--- src/rtl/csa_ram_mc.sv ---
// csa_ram_mc: per-channel byte stuffing buffers streamed out as items, round-robin across channels.
// Define CSA_RAM_MC_DEBUG_BUF_EN to add a circular capture of accepted items (read at raddr 256+).
module csa_ram_mc #(
  parameter int C_S_AXI_DATA_WIDTH = 32,
  parameter int CH_NUM = 2,
  parameter int ITEM_NUM = 2,
  parameter int IN_ITEM_BYTES = 5,
  parameter int OUT_ITEM_BYTES = 6,
  parameter int DEBUG_BUF_SIZE = 300,
  localparam int NB = C_S_AXI_DATA_WIDTH / 8,
  localparam int CAP = ITEM_NUM * IN_ITEM_BYTES,
  localparam int CH_W = (CH_NUM > 1) ? $clog2(CH_NUM) : 1,
  localparam int CNT_W = $clog2(CAP + 1),
  localparam int OW = OUT_ITEM_BYTES * 8
) (
  input  logic                          S_AXI_ACLK,
  input  logic                          rst,
  input  logic                          wen,
  input  logic [12:0]                   waddr,
  input  logic [C_S_AXI_DATA_WIDTH-1:0] S_AXI_WDATA,
  input  logic [NB-1:0]                 S_AXI_WSTRB,
  input  logic                          ren,
  input  logic [12:0]                   raddr,
  output logic [C_S_AXI_DATA_WIDTH-1:0] rdata,
  output logic                          out_valid,
  input  logic                          out_ready,
  output logic [OW-1:0]                 out_data,
  output logic [CH_W-1:0]               out_ch,
  output logic [CH_NUM-1:0]             ch_ready
);

  typedef enum logic [1:0] {IDLE = 2'd0, STUFF = 2'd1, STREAM = 2'd2} state_e;

  state_e                        state_q [CH_NUM], state_d [CH_NUM];
  logic [7:0]                    buf_q [CH_NUM][CAP], buf_d [CH_NUM][CAP];
  logic [CNT_W-1:0]              cnt_q [CH_NUM], cnt_d [CH_NUM];
  logic [7:0]                    items_q [CH_NUM], items_d [CH_NUM];
  logic [7:0]                    idx_q [CH_NUM], idx_d [CH_NUM];
  logic [15:0]                   loop_q [CH_NUM], loop_d [CH_NUM];
  logic [15:0]                   iter_q [CH_NUM], iter_d [CH_NUM];
  logic [CH_NUM-1:0]             done_q, done_d, err_q, err_d, ovf_q, ovf_d;
  logic [CH_W-1:0]               sel_q, sel_d, rr_q, rr_d, out_ch_q, out_ch_d;
  logic                          out_valid_q, out_valid_d, out_last_q, out_last_d;
  logic [OW-1:0]                 out_data_q, out_data_d;
  logic [C_S_AXI_DATA_WIDTH-1:0] rdata_q, rdata_d;

  logic            accept, found;
  logic [CH_W-1:0] pick, wsel, ridx;
  logic [31:0]     word;
  int              pos, c, base;

`ifdef CSA_RAM_MC_DEBUG_BUF_EN
  localparam int DP_W = (DEBUG_BUF_SIZE > 1) ? $clog2(DEBUG_BUF_SIZE) : 1;
  logic [31:0]     dbg_mem_q [DEBUG_BUF_SIZE];
  logic [DP_W-1:0] dbg_ptr_q, dbg_ptr_d;
`endif

  assign accept = out_valid_q && out_ready;

  always_comb begin
    state_d = state_q;  buf_d = buf_q;    cnt_d = cnt_q;    items_d = items_q;
    idx_d = idx_q;      loop_d = loop_q;  iter_d = iter_q;  done_d = done_q;
    err_d = err_q;      ovf_d = ovf_q;    sel_d = sel_q;    rr_d = rr_q;
    out_valid_d = out_valid_q;  out_last_d = out_last_q;
    out_data_d = out_data_q;    out_ch_d = out_ch_q;
    rdata_d = '0;
    found = 1'b0;  pick = '0;  wsel = '0;  ridx = '0;  word = '0;
    pos = 0;  c = 0;  base = 0;
`ifdef CSA_RAM_MC_DEBUG_BUF_EN
    dbg_ptr_d = dbg_ptr_q;
`endif

    // Status read clears first so a same-cycle error/overflow event is not lost.
    if (ren) begin
      if (raddr == 13'd0) begin
        word[16 +: CH_NUM] = err_q;
        word[0 +: CH_NUM]  = ovf_q;
        rdata_d = C_S_AXI_DATA_WIDTH'(word);
        err_d = '0;
        ovf_d = '0;
      end else if (raddr <= 13'(CH_NUM)) begin
        ridx = CH_W'(raddr - 13'd1);
        word = {loop_q[ridx] - iter_q[ridx], 6'd0, items_q[ridx], state_q[ridx]};
        rdata_d = C_S_AXI_DATA_WIDTH'(word);
      end
`ifdef CSA_RAM_MC_DEBUG_BUF_EN
      else if (raddr >= 13'd256 && raddr < 13'(256 + DEBUG_BUF_SIZE)) begin
        rdata_d = C_S_AXI_DATA_WIDTH'(dbg_mem_q[raddr - 13'd256]);
      end
`endif
    end

    if (accept) begin
      out_valid_d = 1'b0;
      if (out_last_q) state_d[out_ch_q] = IDLE;
`ifdef CSA_RAM_MC_DEBUG_BUF_EN
      dbg_ptr_d = (dbg_ptr_q == DP_W'(DEBUG_BUF_SIZE - 1)) ? '0 : dbg_ptr_q + 1'b1;
`endif
    end

    // Items are issued into the output register; a channel retires when its last item is accepted.
    if (!out_valid_q || out_ready) begin
      for (int k = 1; k <= CH_NUM; k++) begin
        c = int'(rr_q) + k;
        if (c >= CH_NUM) c = c - CH_NUM;
        if (!found && state_q[CH_W'(c)] == STREAM && !done_q[CH_W'(c)]) begin
          found = 1'b1;
          pick = CH_W'(c);
        end
      end
      if (found) begin
        out_valid_d = 1'b1;
        out_ch_d = pick;
        rr_d = pick;
        base = int'(idx_q[pick]) * IN_ITEM_BYTES;
        out_data_d = OW'((OW + 16)'(iter_q[pick]) << (IN_ITEM_BYTES * 8));
        for (int b = 0; b < IN_ITEM_BYTES; b++) begin
          if (base + b < CAP) out_data_d[b*8 +: 8] = buf_q[pick][base + b];
        end
        out_last_d = 1'b0;
        if (idx_q[pick] == items_q[pick] - 8'd1) begin
          idx_d[pick] = '0;
          iter_d[pick] = iter_q[pick] + 16'd1;
          if (iter_q[pick] == loop_q[pick] - 16'd1) begin
            done_d[pick] = 1'b1;
            out_last_d = 1'b1;
          end
        end else begin
          idx_d[pick] = idx_q[pick] + 8'd1;
        end
      end
    end

    if (wen) begin
      case (waddr)
        13'd0: begin
          if (int'(S_AXI_WDATA[3:0]) < CH_NUM) begin
            wsel = CH_W'(S_AXI_WDATA[3:0]);
            if (state_q[wsel] != IDLE) begin
              err_d[wsel] = 1'b1;
            end else begin
              // A new request abandons any channel still being stuffed.
              for (int n = 0; n < CH_NUM; n++) begin
                if (state_q[n] == STUFF) state_d[n] = IDLE;
              end
              state_d[wsel] = STUFF;
              cnt_d[wsel] = '0;
              sel_d = wsel;
            end
          end
        end
        13'd1: begin
          if (state_q[sel_q] == STUFF) begin
            pos = int'(cnt_q[sel_q]);
            for (int l = 0; l < NB; l++) begin
              if (S_AXI_WSTRB[l]) begin
                if (pos < CAP) begin
                  buf_d[sel_q][pos] = S_AXI_WDATA[l*8 +: 8];
                  pos = pos + 1;
                end else begin
                  ovf_d[sel_q] = 1'b1;
                end
              end
            end
            cnt_d[sel_q] = CNT_W'(pos);
          end
        end
        13'd2: begin
          if (state_q[sel_q] == STUFF) begin
            items_d[sel_q] = 8'(cnt_q[sel_q] / CNT_W'(IN_ITEM_BYTES));
            loop_d[sel_q] = S_AXI_WDATA[15:0];
            iter_d[sel_q] = '0;
            idx_d[sel_q] = '0;
            done_d[sel_q] = 1'b0;
            if (S_AXI_WDATA[15:0] == 16'd0 || cnt_q[sel_q] < CNT_W'(IN_ITEM_BYTES))
              state_d[sel_q] = IDLE;
            else
              state_d[sel_q] = STREAM;
          end
        end
        default: ;
      endcase
    end
  end

  always_ff @(posedge S_AXI_ACLK or posedge rst) begin
    if (rst) begin
      for (int n = 0; n < CH_NUM; n++) begin
        state_q[n] <= IDLE;
        cnt_q[n]   <= '0;
        items_q[n] <= '0;
        idx_q[n]   <= '0;
        loop_q[n]  <= '0;
        iter_q[n]  <= '0;
        for (int j = 0; j < CAP; j++) buf_q[n][j] <= '0;
      end
      done_q <= '0;  err_q <= '0;  ovf_q <= '0;
      sel_q <= '0;   rr_q <= '0;   out_ch_q <= '0;
      out_valid_q <= 1'b0;  out_last_q <= 1'b0;
      out_data_q <= '0;     rdata_q <= '0;
    end else begin
      state_q <= state_d;  buf_q <= buf_d;    cnt_q <= cnt_d;    items_q <= items_d;
      idx_q <= idx_d;      loop_q <= loop_d;  iter_q <= iter_d;  done_q <= done_d;
      err_q <= err_d;      ovf_q <= ovf_d;    sel_q <= sel_d;    rr_q <= rr_d;
      out_ch_q <= out_ch_d;  out_valid_q <= out_valid_d;  out_last_q <= out_last_d;
      out_data_q <= out_data_d;  rdata_q <= rdata_d;
    end
  end

`ifdef CSA_RAM_MC_DEBUG_BUF_EN
  always_ff @(posedge S_AXI_ACLK or posedge rst) begin
    if (rst) dbg_ptr_q <= '0;
    else     dbg_ptr_q <= dbg_ptr_d;
  end

  always_ff @(posedge S_AXI_ACLK) begin
    if (accept) dbg_mem_q[dbg_ptr_q] <= out_data_q[31:0];
  end
`endif

  always_comb begin
    ch_ready = '0;
    for (int n = 0; n < CH_NUM; n++) ch_ready[n] = (state_q[n] == IDLE);
  end

  assign rdata     = rdata_q;
  assign out_valid = out_valid_q;
  assign out_data  = out_data_q;
  assign out_ch    = out_ch_q;

endmodule

--- config.mk ---
export PLATFORM = sky130hd
export DESIGN_NAME = csa_ram_mc
export DESIGN_NICKNAME = d
export VERILOG_FILES = /design/src/rtl/csa_ram_mc.sv
export SDC_FILE = /design/constraint.sdc
export NUM_CORES = 2
export LEC_CHECK = 0
export ABC_AREA = 1
export BUFFER_PORTS_ARGS = -buffer_cell sky130_fd_sc_hd__buf_2
export CAP_MARGIN = 30
export CORE_ASPECT_RATIO = 1.1
export CORE_MARGIN = 2
export CORE_UTILIZATION = 43
export DETAILED_ROUTE_END_ITERATION = 8
export PLACE_DENSITY_LB_ADDON = 0.08
export RECOVER_POWER = 25
export SLEW_MARGIN = 0
export SYNTH_ARGS = -nofsm -noshare
export SYNTH_HDL_FRONTEND = slang
export SYNTH_SLANG_ARGS = --single-unit
--- constraint.sdc ---
create_clock -name S_AXI_ACLK -period 12 [get_ports S_AXI_ACLK]
set_input_delay 1.8 -clock S_AXI_ACLK [delete_from_list [all_inputs] [get_ports S_AXI_ACLK]]
set_output_delay 1.8 -clock S_AXI_ACLK [all_outputs]
set_load 0.005 [all_outputs]
Word-level counts from Yosys, hierarchy flattened --
Cells that the tools add are included.
Storage, ports and cells: flip-flop bits (word level) 358, bits in latches 0, RAM bits 0, ROM bits 0, output and inout port bits 84, memories 0
Operators by class: add/sub/neg operators 18, multipliers 1, div/mod/pow operators 1, order comparisons 46, equality and inequality tests 12, shift-type cells 0, mux-type cells 238, bitwise gates (word level) 43, reductions and logical operators 33
Operator list (count):
- 160-bit 2-to-1 mux | 17
- 32-bit 2-to-1 mux | 22
- 160-bit bitwise mux | 4
- 80-bit 2-to-1 mux | 7
- 80-bit demux with 1-bit select | 4
- 16-bit 2-to-1 mux | 20
- 32-bit by 5-bit greater-or-equal comparator with 1-bit output, second input constant | 9
- 8-bit 2-to-1 mux | 33
- 32-bit by 5-bit less-than comparator with 1-bit output, second input constant | 7
- 8-bit binary-select mux with 4-bit select | 5
- 8-bit demux with 4-bit select | 4
- 32-bit by 1-bit less-than comparator with 1-bit output, second input constant | 4
- 12-bit inverter with 32-bit output | 4
- 32-bit inverter | 4
- 2-bit 2-to-1 mux | 61
- 4-bit 2-to-1 mux | 17
- 32-bit by 2-bit adder with 32-bit output, second input constant | 2
- 32-bit bitwise mux | 2
- 16-bit AND | 2
- 32-bit AND | 1
- 16-bit bitwise mux | 2
- 16-bit demux with 1-bit select | 2
- 11-bit inverter with 32-bit output | 1
- 16-bit inverter | 2
- 64 further kinds | 156

Longest topological paths before layout --
depth in word-level cells 32, gate-level depth with buffers 30

Worst setup path after synthesis --
Ideal clock, no wire load.
kind input to register, start input port raddr[0], end register rdata_q[30] (netlist: rdata[30]), arrival time 4.653 ns, data required time 11.883 ns, path slack 7.231 ns, cell stages on the path 26, path buffers 3, cells stage by stage clkbuf_1 clkbuf_1 clkbuf_1 nand2_1 o21ai_0 ha_1 inv_1 fa_1 nand2_1 inv_1 o21ai_0 and2_1 o21bai_1 nand2_1 nand2_1 a21o_1 nand2_1 inv_1 o21ai_0 nand2_1 nand2_1 inv_1 nor2_1 o21bai_1 nor2_1 nor2_1
On the way: word-level cells in the longest chain between the ends 9, elaborated cells on any way between the ends 14, those cells by class add/sub: 2; order compare: 1; mux: 9; bitwise: 1; reduce/logical: 1
Ends and longest elaborated chain:
- start, declared | RTL line 23 | input logic [12:0] raddr,
- 1-bit subtractor | RTL line 82 | ridx = CH_W'(raddr - 13'd1);
- 1-bit inverter with 2-bit output (not written as such) | RTL line 83 | word = {loop_q[ridx] - iter_q[ridx], 6'd0, items_q[ridx], state_q[ridx]};
- 16-bit 2-to-1 mux (not written as such) (3 in a row) | RTL line 83
- 16-bit subtractor | RTL line 83
- 32-bit 2-to-1 mux | RTL line 81 | end else if (raddr <= 13'(CH_NUM)) begin
- 32-bit 2-to-1 mux (*) | RTL line 75 | if (raddr == 13'd0) begin
- 32-bit 2-to-1 mux (*) | RTL line 74 | if (ren) begin
- via rdata_d[30] | RTL line 45 | logic [C_S_AXI_DATA_WIDTH-1:0] rdata_q, rdata_d;
- end signal, assigned | RTL line 206 | out_data_q <= out_data_d; rdata_q <= rdata_d;
- end, declared | RTL line 45
The timed path passes the listed nets; every way through them passes the cells marked *. The select of a mux whose other input is x is not followed. A chain may end at the register's enable or synchronous reset.

Worst setup path in the final report --
start register state_q[2] in the netlist's numbering, end register out_data_q[36] (netlist: out_data[36])
On the way: word-level cells in the longest chain between the ends 22, elaborated cells on any way between the ends 33, those cells by class add/sub: 1; mul: 1; order compare: 1; eq/ne: 2; mux: 21; bitwise: 2; reduce/logical: 5
Ends and longest elaborated chain:
- start, declared | RTL line 34 | state_e state_q [CH_NUM], state_d [CH_NUM];
- start signal, assigned | RTL line 202 | state_q <= state_d; buf_q <= buf_d; cnt_q <= cnt_d; items_q <= items_d;
- parallel branches: the longest is 22 deep, another holds 2-bit 2-to-1 mux
- end signal, assigned | RTL line 206
- end, declared | RTL line 44 | logic [OW-1:0] out_data_q, out_data_d;
Parallel ways; which one is timed is not known. The select of a mux whose other input is x is not followed.

==> results.toml <==
[run_status]
outcome = "finished, violations left"
violations = "capacitance limit, slew limit"

[yosys]
synth_ff_type = "dfrtp_1"
async_flop_share_pct = 100
yosysSeqAreaShare_pct = 30.1
synth_cell_types = 67
syn_area_per_cell_um2 = 6.34
synth-seq-cells = 333
synth_cells = 4367
synth_top_cell_area_share_pct = 30.1
synth_area_leader_cell = "dfrtp_1"
synth_edf_count = 0
yosysWarnings = 0
synth.area.top_cells = "dfrtp_1 30%, nand2_1 16%, o21ai_0 10%"
syn-cell-area_um2 = 27700

[global_routing]
grt_max_degree = 183
grt_pass1_vias = 26500
grtUsageMet1_pct = 45.7
grt_busiest_layer = "met2"
overflow = 0
gr-usage-all-layers_pct = 33.3
antenna_found_initial = 3
met2_usage_pct = 50.2
grt_pass1_wl_um = 169000
met3_usage_pct = 6.13

[critical_path]
path_max_fanout = 56
cpPeakStageDelay_ns = 0.88
critPathTopFamily = "simple AND/OR/NAND/NOR gates"
crit_required_ns = 12.50
crit_slowest_cell = "ha_1"
cpMostUsedCell = "inv_1"
crit_arrival_ns = 6.26
start_kind = "flip-flop"
cp_cell_sequence = "nor3_2, nand2_4, inv_1, nand2_1, o21ai_4, inv_1, ha_1, inv_1, ha_1, nor4_1, nand3_1, a2111oi_0, nand3_1, o21ai_0"
worstSetupEndpointType = "flip-flop"
crit_type = "flip-flop to flip-flop"
cp_num_buf_inv = 3

[timing]
worst_pin_slew_ns = 5.62
hold_slack_ns = 0.473
post-route-min-period_ns = 5.76
grt_setup_unrepaired = "false"
skew_ns = 0.0251
post-route-period-util_pct = 48.0
finalSetupViolCount = 0
final_hold_viol_count = 0
fin_tns_setup_ns = 0
fmax_mhz = 174
relSlewSlack_pct = -277
final_max_slew_viol_count = 175

[flow_run]
maxCapViolCount = 2

[cells_and_area]
final_core_util_pct = 47.5
drive_gt1_share_pct = 8.18
stdcell_count = 5232
fillers = 6753
layout.nets = 4484
syn2layout_area_growth_pct = 9.34

[placed_design]
dp_cells = 5148
portBuffers = 138
gp_congestion = 1.02
hpwl_um = 77500

[cts]
ctsResizeCount = 0
cts_setup_buffers = 0
clock_path_buffers = 3
clk_latency_ns = 0.61
holdBufCountCts = 0
cts_tree = "done"
clk_pin_slew_worst_paths_ns = 0.06
htreeDepth = 2
cts_made_buffers = 43
cts.sinks = 333
root_buffer = "clkbuf_16"

[detailed_routing]
drtIter0Drc = 2915
routedWlPerCell_um = 21.6
via_count = 29700
wl_um = 113000
ant_nets = 0
via_per_inst = 5.69
firstDrtPassIters = 6
drc = 0

[floorplan]
die_x_um = 246
initial_core_util_pct = 43.5
fp.dieH_um = 270
rows = 97
io_pins = 151
coreArea_um2 = 63700
die-area_um2 = 66500

[pwr]
power.leakage_nw = 14.3
power_density_nw_per_um2 = 93.9
ir_worst_vdd_mv = 0.118

[hold_path]
hold_path.class = "flip-flop to flip-flop"
worst min-delay path: cells and delay by family (launching register included):
| family | cells | cell delay, ns |
|---|---|---|
| flops | 1 | 0.34 |
| simple gates | 2 | 0.10 |
flip-flops by register name, summed over array words and instances, names as in the netlist:
name        count
loop_q         32
done_q          1
idx_q          16
state_q         4
out_data       48
cnt_q           8
out_valid       1
buf_q         160
out_last_q      1
rr_q            1
sel_q           1
items_q         4
iter_q         32
ovf_q           2
err_q           2
rdata          20
cell usage after synthesis, types with 11 or more instances:
cell type	count
clkinv_1	22
mux2i_1	34
or2_2	17
a22oi_1	13
buf_1	15
a31oi_1	13
inv_1	423
buf_4	19
inv_2	17
nand4_1	19
dfrtp_1	333
ha_1	59
nor2_1	427
o21ai_0	563
nand3_1	230
xnor2_1	21
o21ai_1	19
nand2_1	1201
a21oi_1	270
nand2_2	29
buf_2	39
o211ai_1	34
nor3_1	56
xor2_1	40
a211oi_1	91
nor2_4	11
clkbuf_1	184
o221ai_1	11
o22ai_1	38
metal layers:
metal	vias to the layer above	share of wire (%)
met1	13800	42
met4	4	5.7
met2	1310	43
met3	299	8.8
li1	14300	-
met5	-	0.022
metrics by stage:
step,power (mW),cell area [um2],worst slack (ns)
after floorplan,1.40,27700,0.975
after global placement,1.54,28700,6.36
after detailed placement,1.55,28900,6.29
after CTS,2.86,30300,6.22
after global routing,2.95,30300,5.48
final,2.84,30300,6.24
final timing paths:
check | start | slack (ns) | depth (start not counted) | endpoint
max | state_q[2] | 6.24 | 14 | out_data[36]
min | out_data[15] | 0.47 | 2 | out_data[15]
max reg2reg | state_q[2] | 6.24 | 14 | out_data[36]
min reg2reg | out_data[15] | 0.47 | 2 | out_data[15]
max in group asynchronous | rst | 6.36 | 3 | out_data[1]
min in group asynchronous | rst | 2.92 | 2 | cnt_q[5]
cell type report:
cell class / count / area, um2 / share of cell area [%]
multi-input combinational: 3319 / 16600 / 54.6
sequential: 333 / 8330 / 27.5
inverter: 464 / 1750 / 5.79
clock buffer: 67 / 1230 / 4.05
timing repair buffer: 195 / 1220 / 4.01
tap: 841 / 1050 / 3.47
clock inverter: 12 / 155 / 0.512
antenna: 1 / 2.50 / 0.00826
placed cells by master, fill, tap and decap left out, types with 8 or more instances in the layout:
cell | netlist | final
inv_1 | 423 | 421
a21oi_1 | 270 | 270
buf_4 | 19 | 47
nand2_1 | 1201 | 1200
nor2_4 | 11 | 11
or2_2 | 17 | 17
nand4_1 | 19 | 19
o21ai_0 | 563 | 561
o221ai_1 | 11 | 11
nand2_2 | 29 | 29
buf_2 | 39 | 125
o22ai_1 | 38 | 38
clkbuf_16 | 0 | 43
xor2_1 | 40 | 40
mux2i_1 | 34 | 34
clkbuf_1 | 184 | 32
nor2_2 | 9 | 9
xnor2_1 | 21 | 21
a31oi_1 | 13 | 13
nand3_1 | 230 | 230
dfrtp_1 | 333 | 333
inv_2 | 17 | 16
conb_1 | 1 | 12
o211ai_1 | 34 | 34
ha_1 | 59 | 59
o41ai_1 | 8 | 8
o21ai_1 | 19 | 19
nor2_1 | 427 | 427
a22oi_1 | 13 | 13
clkinv_1 | 22 | 23
nor3_1 | 56 | 56
a211oi_1 | 91 | 91
o31ai_1 | 10 | 10
cells by family (layout without fill, tap and decap cells):
family / Yosys count / count (layout) / share of synthesized area [%]
AOI/OAI and AO/OA: 1119 / 1119 / 22.8
xor gates and xnor gates: 63 / 63 / 2.07
adders and majority gates: 61 / 61 / 2.81
buffers and inverters: 726 / 738 / 10.4
DFF: 333 / 333 / 30.1
muxes: 37 / 37 / 1.35
other: 1 / 13 / 0.0135
and+or+nand+nor: 2027 / 2027 / 30.5
power breakdown:
part / switching [mW] / internal, mW
combinational: 0.298 / 0.0997
clock: 0.559 / 0.749
sequential: 0.00586 / 1.13
total: 0.863 / 1.98
Power figures use the tool's default switching activity.
